`src/rtl/huff_decoder.sv`:
```
// huff_decoder: receive-side Huffman decoder for the 3-symbol encoder.
// Loads a 3-entry codebook as character/code word pairs over io_in[8:0].
// It then decodes a serial MSB-first bitstream into 5-bit symbols.
// Optional build macro: HUFF_DEC_CHECK_EN enables tag and mask checking
// during the load phase, with an error pulse for each rejected word.
//
// Handshake: there is no backpressure. io_in[9] (word_strobe) and
// io_in[10] (bit_valid) each qualify one transfer on every rising edge
// where they are high. io_out[5] (sym_valid) and io_out[6] (error) are
// single-cycle pulses that the consumer must sample every cycle.
module huff_decoder (
  input  logic        clk,
  input  logic        reset,
  input  logic [11:0] io_in,
  output logic [11:0] io_out
);

  localparam logic [1:0] S_LOAD_CHAR = 2'd0;
  localparam logic [1:0] S_LOAD_CODE = 2'd1;
  localparam logic [1:0] S_DECODE    = 2'd2;

  // Code length implied by a mask; a non-contiguous mask behaves as an empty entry.
  function automatic logic [1:0] mask_len(input logic [2:0] m);
    case (m)
      3'b001:  mask_len = 2'd1;
      3'b011:  mask_len = 2'd2;
      3'b111:  mask_len = 2'd3;
      default: mask_len = 2'd0;
    endcase
  endfunction

  logic [1:0] r_state;
  logic [1:0] r_idx;
  logic [4:0] r_sym  [0:2];
  logic [2:0] r_mask [0:2];
  logic [2:0] r_val  [0:2];
  logic [2:0] r_acc;
  logic [1:0] r_len;
  logic [2:0] r_count;
  logic [4:0] r_symbol;
  logic       r_sym_valid;
  logic       r_error;
  logic       r_table_ready;

  logic [8:0] w_word;
  logic       w_strobe;
  logic       w_bit_valid;
  logic       w_bit;
  logic [2:0] w_acc_next;
  logic [1:0] w_len_next;
  logic       w_hit;
  logic [4:0] w_hit_sym;
  logic       w_char_ok;
  logic       w_code_ok;
  logic       w_mask_bad;
  logic [2:0] w_unused;

  assign w_word      = io_in[8:0];
  assign w_strobe    = io_in[9];
  assign w_bit_valid = io_in[10];
  assign w_bit       = io_in[11];

  // The encoder's done flag and the tag bits are not needed when tags go unchecked.
  assign w_unused = {io_in[8], io_in[7:6]};

`ifdef HUFF_DEC_CHECK_EN
  assign w_char_ok  = (w_word[7:5] == 3'b011);
  assign w_code_ok  = (w_word[7:6] == 2'b00);
  assign w_mask_bad = (mask_len(w_word[5:3]) == 2'd0) && (w_word[5:3] != 3'b000);
`else
  assign w_char_ok  = 1'b1;
  assign w_code_ok  = 1'b1;
  assign w_mask_bad = 1'b0;
`endif

  // The accumulator and length the current bit would produce; r_len never exceeds 2.
  assign w_acc_next = {r_acc[1:0], w_bit};
  assign w_len_next = r_len + 2'd1;

  // Table search: walk from the top so the lowest matching index is left standing.
  always_comb begin
    w_hit     = 1'b0;
    w_hit_sym = 5'd0;
    for (int i = 2; i >= 0; i--) begin
      if ((mask_len(r_mask[i]) == w_len_next) &&
          (((w_acc_next ^ r_val[i]) & r_mask[i]) == 3'b000)) begin
        w_hit     = 1'b1;
        w_hit_sym = r_sym[i];
      end
    end
  end

  // Load FSM, decode datapath and output pulses.
  always_ff @(posedge clk) begin
    if (reset) begin
      r_state       <= S_LOAD_CHAR;
      r_idx         <= 2'd0;
      r_acc         <= 3'd0;
      r_len         <= 2'd0;
      r_count       <= 3'd0;
      r_symbol      <= 5'd0;
      r_sym_valid   <= 1'b0;
      r_error       <= 1'b0;
      r_table_ready <= 1'b0;
      for (int i = 0; i < 3; i++) begin
        r_sym[i]  <= 5'd0;
        r_mask[i] <= 3'd0;
        r_val[i]  <= 3'd0;
      end
    end else begin
      r_sym_valid <= 1'b0;
      r_error     <= 1'b0;
      case (r_state)
        S_LOAD_CHAR: begin
          if (w_strobe) begin
            if (w_char_ok) begin
              r_sym[r_idx] <= w_word[4:0];
              r_state      <= S_LOAD_CODE;
            end else begin
              r_error <= 1'b1;
            end
          end
        end
        S_LOAD_CODE: begin
          if (w_strobe) begin
            if (w_code_ok) begin
              r_mask[r_idx] <= w_word[5:3];
              r_val[r_idx]  <= w_word[2:0];
              r_error       <= w_mask_bad;
              if (r_idx == 2'd2) begin
                r_idx         <= 2'd0;
                r_state       <= S_DECODE;
                r_table_ready <= 1'b1;
              end else begin
                r_idx   <= r_idx + 2'd1;
                r_state <= S_LOAD_CHAR;
              end
            end else begin
              r_error <= 1'b1;
            end
          end
        end
        S_DECODE: begin
          if (w_bit_valid) begin
            if (w_hit) begin
              r_symbol    <= w_hit_sym;
              r_sym_valid <= 1'b1;
              r_count     <= r_count + 3'd1;
              r_acc       <= 3'd0;
              r_len       <= 2'd0;
            end else if (w_len_next == 2'd3) begin
              r_error <= 1'b1;
              r_acc   <= 3'd0;
              r_len   <= 2'd0;
            end else begin
              r_acc <= w_acc_next;
              r_len <= w_len_next;
            end
          end
        end
        default: begin
          r_state <= S_LOAD_CHAR;
        end
      endcase
    end
  end

  assign io_out = {1'b0, r_count, r_table_ready, r_error, r_sym_valid, r_symbol};

endmodule
```
`config.mk`:
```
export PLATFORM = sky130hd
export DESIGN_NAME = huff_decoder
export DESIGN_NICKNAME = d
export VERILOG_FILES = /design/src/rtl/huff_decoder.sv
export SDC_FILE = /design/constraint.sdc
export NUM_CORES = 1
export LEC_CHECK = 0
export ABC_CLOCK_PERIOD_IN_PS = 6540
export CORE_MARGIN = 2
export CORE_UTILIZATION = 45
export CTS_BUF_LIST = sky130_fd_sc_hd__clkbuf_8
export DETAILED_ROUTE_END_ITERATION = 7
export GPL_ROUTABILITY_DRIVEN = 0
export PLACE_DENSITY = 0.65
export SKIP_CTS_REPAIR_TIMING = 1
export SLEW_MARGIN = 20
export SYNTH_ARGS = -nofsm -noshare
export SYNTH_HDL_FRONTEND = slang
export SYNTH_SLANG_ARGS = --single-unit
```
`constraint.sdc`:
```
create_clock -name clk -period 6.54 [get_ports clk]
set_input_delay 1.308 -clock clk [delete_from_list [all_inputs] [get_ports clk]]
set_output_delay 1.308 -clock clk [all_outputs]
set_load 0.005 [all_outputs]
```
# Yosys cells after proc, flatten, opt, wreduce, memory -nomap -nowiden

Memories as Yosys holds them, arrays and structs flattened.
Cells that the tools add are included.

Bits in registers: 19
RAM bits: 33
Bits of input ports: 14
Output and inout bits: 12
Logic and storage cells: 96
Memories: 3

Memories:

| name   | depth | width | read ports | clocked after memory_dff | wr ports | RTL line | source |
|---|---|---|---|---|---|---|---|
| r_sym  | 3     | 5     | 3          | 0                        | 3        | 34       | `logic [4:0] r_sym [0:2];` |
| r_mask | 3     | 3     | 3          | 0                        | 3        | 35       | `logic [2:0] r_mask [0:2];` |
| r_val  | 3     | 3     | 3          | 0                        | 3        | 36       | `logic [2:0] r_val [0:2];` |

Add/sub/neg operators: 3
Equal/unequal tests: 18
Muxes and demuxes: 38
Bitwise operators: 8
Reductions and logical operators: 17

Operators by type and width:

| cell                                          | count |
|---|---|
| one-hot mux 2 bit (3 select lines)            | 4 |
| two-way mux 2 bit                             | 11 |
| two-way mux 5 bit                             | 4 |
| two-way mux 1 bit                             | 17 |
| AND 3 bit                                     | 3 |
| == test 3 x 1 -> 1 bit, second input constant | 3 |
| == test 3 x 2 -> 1 bit, second input constant | 3 |
| == test 3 bit, second input constant          | 3 |
| logical NOT 3 bit                             | 3 |
| AND reduction 3 bit                           | 3 |
| OR reduction 3 bit                            | 3 |
| XOR 3 bit                                     | 3 |
| == test 2 bit                                 | 3 |
| == test 2 bit, second input constant          | 3 |
| two-way mux 3 bit                             | 2 |
| OR reduction 5 bit                            | 1 |
| adder 2 x 1 -> 2 bit, second input constant   | 2 |
| != test 2 bit, second input constant          | 2 |
| AND reduction 2 bit                           | 2 |
| OR reduction 4 bit                            | 1 |
| adder 3 x 1 -> 3 bit, second input constant   | 1 |
| logical AND 1 bit                             | 3 |
| == test 2 x 1 -> 1 bit, second input constant | 1 |
| logical NOT 2 bit                             | 1 |
| NOT 1 bit                                     | 2 |

# Longest topological paths before layout

Gate-level depths: netlist of the first run.
An unclocked memory read counts as a cell.

Depth after elaboration: 9
Mapped depth: 11
Gate-level depth less buffers: 8

# Worst setup path before layout of the first run

Ideal clock, no wire load.

Kind: in2reg
Start point: input port reset
End point: memory r_sym[0][0], enable pin
Library setup time: 374 ps
Arrival time: 2359 ps
Path slack: 3807 ps
Stages on the path: 4
Path through: clkinv_1 > nand2_1 > or4_1 > o21ai_0

RTL lines:

| element         | RTL line | source |
|---|---|---|
| start, declared | 13       | `input logic reset,` |
| end, declared   | 34       |  |

==> flow_summary_export.csv, run 1 <==
group,metric,value,unit
run_status,outcome,"completed",
sta,setup_viol,0,
sta,grt_setup_unrepaired,"no",
clock_network,cts_tree,"built",
yosys,ys_async_sr_fraction,0,%
clock_network,clk_latency,0.30,ns
worst_setup_path,crit_type,"in2reg",
placed_design,port_buffers,21,
yosys,ys.flop_type,"edfxtp_1",
yosys,yosysSeqAreaShare,52.0,%
run,cap_violations,0,
worst_hold_path,min_path_type,"reg2reg",
power,ir_worst_vdd,0.0901,mV
drt,num_vias,1772,
worst_hold_path,whs_path_depth,1,
worst_setup_path,worstReg2RegStart,"r_len[0]",
floorplanning,coreArea,5570,µm²
grt,track_usage,17.2,%
yosys,syn_area,2640,µm²
clock_network,cts_made_buffers,5,
drt,drt_iter0_drc,97,
sta,fmax,263,MHz
finish,drive_gt1_share,7.34,%
drt,drt_wl_total,4940,µm
placed_design,place_ws,2.38,ns
clock_network,cts_root_buffer,"clkbuf_8",
finish,mostFrequentLayoutCell,"edfxtp_1",
sta,hold_viol,0,
floorplanning,rows,27,
yosys,synth_edf_count,33,
drt,wl_per_cell,14.9,µm
floorplanning,dieArea,6490,µm²
yosys,synth-warning-count,0,
drt,route.detailed.drc,0,
yosys,syn_inst,243,
clock_network,clk_pin_slew_worst_paths,0.09,ns
floorplanning,die_x,80.5,µm
worst_setup_path,critPathLaunch,"reset",
sta,relSlewSlack,41.8,%
sta,fin_crit,3.81,ns
worst_setup_path,crit_arrival,3.75,ns
drt,drt-vias-per-instance,5.35,
drt,antenna_left,0,
placed_design,placedCellCount,323,
clock_network,htreeDepth,2,
worst_setup_path,critPathRequiredTime,6.48,ns
grt,grt_pass1_wl,8470,µm
sta,finClkSkew,0.00605,ns
yosys,yosys.cell_types.count,43,
finish,final_cell_mix,"edfxtp_1 (33), and2_1 (30), clkdlybuf4s50_1 (21), nand2_1 (19), dfxtp_1 (19)",
sta,fin_ws,2.73,ns
worst_setup_path,path_max_fanout,21,
sta,finalSetupTns,0,ns
finish,area_growth,13.1,%
worst_setup_path,reg2reg_depth,8,
yosys,synth_area_per_cell,10.8,µm²
yosys,ys_ff_latch,52,
clock_network,cts.path.max_buffers,2,
floorplanning,io_pins,26,
grt,overflow,0,
finish,fin_util,53.5,%
clock_network,cts_sinks,52,
power,p_per_area,217,nW/µm²
grt,antenna_found_initial,0,
sta,fin_crit_sh,58.2,%
worst_setup_path,critPathCaptureType,"flip-flop",
floorplanning,start_util,47.3,%
worst_setup_path,critical_path.endpoint,"r_sym[0][2]",
sta,worst_pin_slew,0.870,ns
worst_setup_path,start_kind,"input port",
finish,fin_nets,276,
power,p_leak,1.09,nW
finish,fin_cells,331,
sta,slew_violations,0,
worst_setup_path,reg2reg_to,"r_count[2]",
grt,first_global_vias,1714,
grt,grt_max_degree,22,
finish,antenna_cells,0,
placed_design,place_hpwl,3570,µm
worst_setup_path,ff2ff_setup_slack,3.73,ns
yosys,synthesis.nets,261,
drt,dr.pass1.iters,4,
floorplanning,dieHeight,80.5,µm
-- stage by stage --
stage	cell area, µm²	total power [mW]	hold slack (ns)
final	2980	0.648	0.463
after global routing	2980	0.676	0.487
after CTS	2980	0.653	0.469
after detailed placement	2860	0.424	0.442
after global placement	2860	0.424	0.442
after floorplan	2640	0.407	0.428
-- registers in the layout, indices dropped and copies added, names as in the netlist --
name and flops:
r_sym 15, r_acc 2, r_val 9, r_len 2, r_error 1, r_sym_valid 1
r_state 2, r_table_ready 1, r_symbol 5, r_idx 2, r_mask 9, r_count 3
-- worst min path at each step --
stage | from | to
after floorplan | r_table_ready | r_table_ready
after global placement | r_table_ready | r_table_ready
after detailed placement | r_table_ready | r_table_ready
after CTS | r_table_ready | r_table_ready
after global routing | r_table_ready | r_table_ready
final | r_table_ready | r_table_ready
-- final cells by class --
type / instances / area, µm²
fillers: 513 / 2590
flip-flops and latches: 52 / 1370
multi-input cells: 173 / 1170
repair buffers: 21 / 210
well taps: 72 / 90.1
clock buffers: 6 / 82.6
clock inverters: 2 / 38.8
inverters: 5 / 18.8
-- where the power goes --
part	total [mW]	switching (mW)	internal, mW
combinational	0.0496	0.0315	0.0182
clock	0.231	0.106	0.125
sequential	0.368	0.00759	0.360
total	0.648	0.145	0.503
-- critical path, stage by stage --
cell	delay, ns
clkdlybuf4s50_1	0.86
clkinv_1	0.41
nand2_1	0.15
or4_1	0.43
o21ai_0	0.58
-- per-layer routing --
metal / vias to the layer above / global-route usage, % / part of all wire (%)
li1: 904 / - / -
met3: 5 / 3.82 / 3.8
met5: - / 0 / 0
met1: 826 / 24.0 / 49
met2: 37 / 26.8 / 46
met4: 0 / 5.08 / 1.2
-- synth_stat cells, types with 2 or more instances --
master | count | area [µm²]
and2_1 | 30 | 188
o41ai_1 | 5 | 43.8
dfxtp_1 | 19 | 380
nor3_1 | 4 | 20.0
nor3b_1 | 4 | 30.0
inv_1 | 4 | 15.0
nand2_1 | 19 | 71.3
xor2_1 | 7 | 61.3
ha_1 | 4 | 50.1
a21o_1 | 7 | 52.6
o211ai_2 | 5 | 62.6
mux2_1 | 2 | 22.5
o21ai_0 | 5 | 25.0
and3_1 | 7 | 43.8
a22o_1 | 2 | 17.5
xnor2_1 | 8 | 70.1
nand3_1 | 9 | 45.0
edfxtp_1 | 33 | 991
buf_2 | 2 | 10.0
a221oi_1 | 5 | 43.8
buf_4 | 5 | 37.5
a21oi_1 | 11 | 55.1
nand4_1 | 3 | 18.8
or3_1 | 2 | 12.5
clkbuf_1 | 5 | 18.8
nor2b_1 | 8 | 50.1
nor2_1 | 12 | 45.0
-- cell families (layout without fill, tap and decap cells) --
group,after synthesis,count (layout),synth area share (%)
flip-flops,52,52,52.0
other,1,1,0.142
adder cells (fa/ha/maj),4,4,1.90
multiplexers,3,3,1.23
AO/OA/AOI/OAI,46,46,14.2
XOR/XNOR,15,15,4.98
AND/OR/NAND/NOR,104,104,21.8
buffers and inverters,18,34,3.65
No activity file was read; power rests on OpenSTA's default activity.
==> inputs of run 2 (changes only) <==
- ABC_CLOCK_PERIOD_IN_PS: 6540 -> 3400
- PLACE_DENSITY: 0.65 -> 0.68
- clock period: 6.54 -> 3.4 ns (I/O delays scaled with it)
==> run 2 against run 1 <==
Cell count rose by 1.5%. Sequential share of layout area fell by 0.25 points. Global-route usage barely moved. Routed wire length fell by 0.34%. Clock power rose by 65%. Hold slack improved by 0.0088 ns. Via count rose by 2.0%. Worst setup slack got worse by 2.0 ns. Count of clock-buffer cells in the layout did not move. Die area did not move. Core utilization rose by 0.29 points. First-iteration DRC count rose by 2.1%. Critical path type is now reg2reg. Critical endpoint is now r_count[0].
==> flow_summary_export.csv, run 2 (same netlist as run 1, synthesis figures left out) <==
group,metric,value,unit
worst_setup_path,ff2ff_setup_slack,0.77,ns
placed_design,place_hpwl,3650,µm
worst_hold_path,hold_path_startpoint,"r_table_ready",
worst_setup_path,path_max_fanout,9,
clock_network,clk_pin_slew_worst_paths,0.09,ns
sta,finalSetupTns,0,ns
drt,antenna_left,0,
sta,setup_viol,0,
grt,antenna_found_initial,0,
drt,drt-vias-per-instance,5.38,
clock_network,cts.path.max_buffers,2,
finish,drive_gt1_share,9.09,%
floorplanning,dieArea,6490,µm²
grt,first_global_vias,1742,
grt,grt_pass1_wl,8300,µm
finish,fin_cells,336,
drt,route.detailed.drc,0,
finish,top_register,"r_sym",
finish,finish.instance_area,3000,µm²
finish,nFillCells,497,
worst_setup_path,crit_slowest_cell,"or3_1",
sta,worst_pin_slew,0.712,ns
drt,drt_iter0_drc,99,
floorplanning,start_util,47.3,%
clock_network,clk_latency,0.30,ns
clock_network,cts_root_buffer,"clkbuf_8",
worst_setup_path,reg2reg_depth,8,
power,p_leak,1.11,nW
run_status,outcome,"completed",
sta,fmax,380,MHz
worst_setup_path,critPathCaptureType,"flip-flop",
sta,hold_ws,0.472,ns
clock_network,cts_tree,"built",
sta,relSlewSlack,52.1,%
floorplanning,die_x,80.5,µm
grt,track_usage,17.2,%
floorplanning,dieHeight,80.5,µm
power,ir_worst_vdd,0.217,mV
worst_setup_path,cp_top_family,"simple AND/OR/NAND/NOR gates",
finish,largest_reg_flops,15,
sta,fin_crit,2.63,ns
clock_network,cts_sinks,52,
worst_setup_path,cp_cell_sequence,"inv_1, ha_1, nand3_1, o21ai_0, a21oi_1, or3_1, a21oi_4, mux2_1",
finish,top_regs,"r_sym (15), r_mask (9), r_val (9)",
drt,dr.pass1.iters,4,
floorplanning,io_pins,26,
worst_setup_path,cp.buffers_inverters,1,
placed_design,placedCellCount,328,
finish,mostFrequentLayoutCell,"edfxtp_1",
worst_setup_path,crit_arrival,2.83,ns
finish,antenna_cells,0,
worst_setup_path,reg2reg_to,"r_count[0]",
finish,area_growth,13.7,%
run,cap_violations,0,
grt,overflow,0,
finish,fin_nets,281,
placed_design,place_area,2900,µm²
sta,grt_setup_unrepaired,"no",
placed_design,port_buffers,21,
sta,hold_viol,0,
power,p_per_area,396,nW/µm²
worst_hold_path,whs_path_depth,1,
worst_setup_path,max_stage_delay,0.56,ns
drt,drt_wl_total,4920,µm
clock_network,htreeDepth,2,
worst_hold_path,min_to,"r_table_ready",
floorplanning,rows,27,
sta,fin_crit_sh,77.5,%
worst_setup_path,critPathRequiredTime,3.60,ns
sta,finClkSkew,0.00538,ns
finish,fin_util,53.8,%
sta,slew_violations,0,
clock_network,cts_made_buffers,5,
drt,wl_per_cell,14.6,µm
finish,final_cell_mix,"edfxtp_1 (33), and2_1 (30), clkdlybuf4s50_1 (21), nand2_1 (19), dfxtp_1 (19)",
worst_setup_path,worstReg2RegStart,"r_len[0]",
drt,num_vias,1807,
worst_setup_path,start_kind,"flip-flop",
worst_setup_path,crit_type,"reg2reg",
worst_hold_path,min_path_type,"reg2reg",
floorplanning,coreArea,5570,µm²
grt,grt_max_degree,21,
[run 2: cell types whose count changed in the layout (fill, tap and decap cells not counted), sizes merged]
cell / change
clkinv: -1
bufinv: -1
inv: +2
buf: +5
[run 2: cell type report]
class                           count  area, µm²  area share (%)
Sequential cell                    52       1370            45.8
Multi-Input combinational cell    173       1170            39.0
Timing Repair Buffer               26        248            8.27
Tap cell                           72       90.1            3.01
Clock buffer                        6       82.6            2.76
Inverter                            5       18.8           0.626
Clock inverter                      2       17.5           0.585
[run 2: worst register-to-register path, stage by stage, from the launching register on]
cell and delay, ns:
dfxtp_1 0.45, inv_1 0.13, ha_1 0.47, nand3_1 0.11
o21ai_0 0.09, a21oi_1 0.18, or3_1 0.56, a21oi_4 0.21
mux2_1 0.33
[run 2: how the worst max path moves through the flow]
stage | cells after the start | from | to | slack, ns
detailed placement | 6 | io_in[11] | r_count[0] | 0.56
global route | 8 | r_len[0] | r_count[0] | 0.56
CTS | 8 | r_len[0] | r_count[0] | 0.78
global placement | 6 | io_in[11] | r_count[0] | 0.59
finish | 8 | r_len[0] | r_count[0] | 0.77
floorplan | 9 | r_len[0] | r_count[0] | 1.07
[run 2: power by group]
part | switching, mW | leakage (nW) | internal [mW] | total (mW)
Clock | 0.209 | 0.0522 | 0.171 | 0.380
Sequential | 0.0144 | 0.496 | 0.692 | 0.707
Combinational | 0.0607 | 0.559 | 0.0381 | 0.0988
Total | 0.284 | 1.11 | 0.901 | 1.19
[run 2: per-layer routing]
metal	track usage [%]	share of wire, %	vias up
met5	0	0	-
met4	7.63	1.7	0
met3	4.16	5.1	6
met2	27.8	46	37
met1	21.9	47	849
li1	-	-	915
[run 2: through the flow]
stage	total power, mW	setup WS, ns
floorplan	0.783	1.07
global placement	0.818	0.586
detailed placement	0.820	0.560
CTS	1.20	0.778
global route	1.23	0.558
finish	1.19	0.766
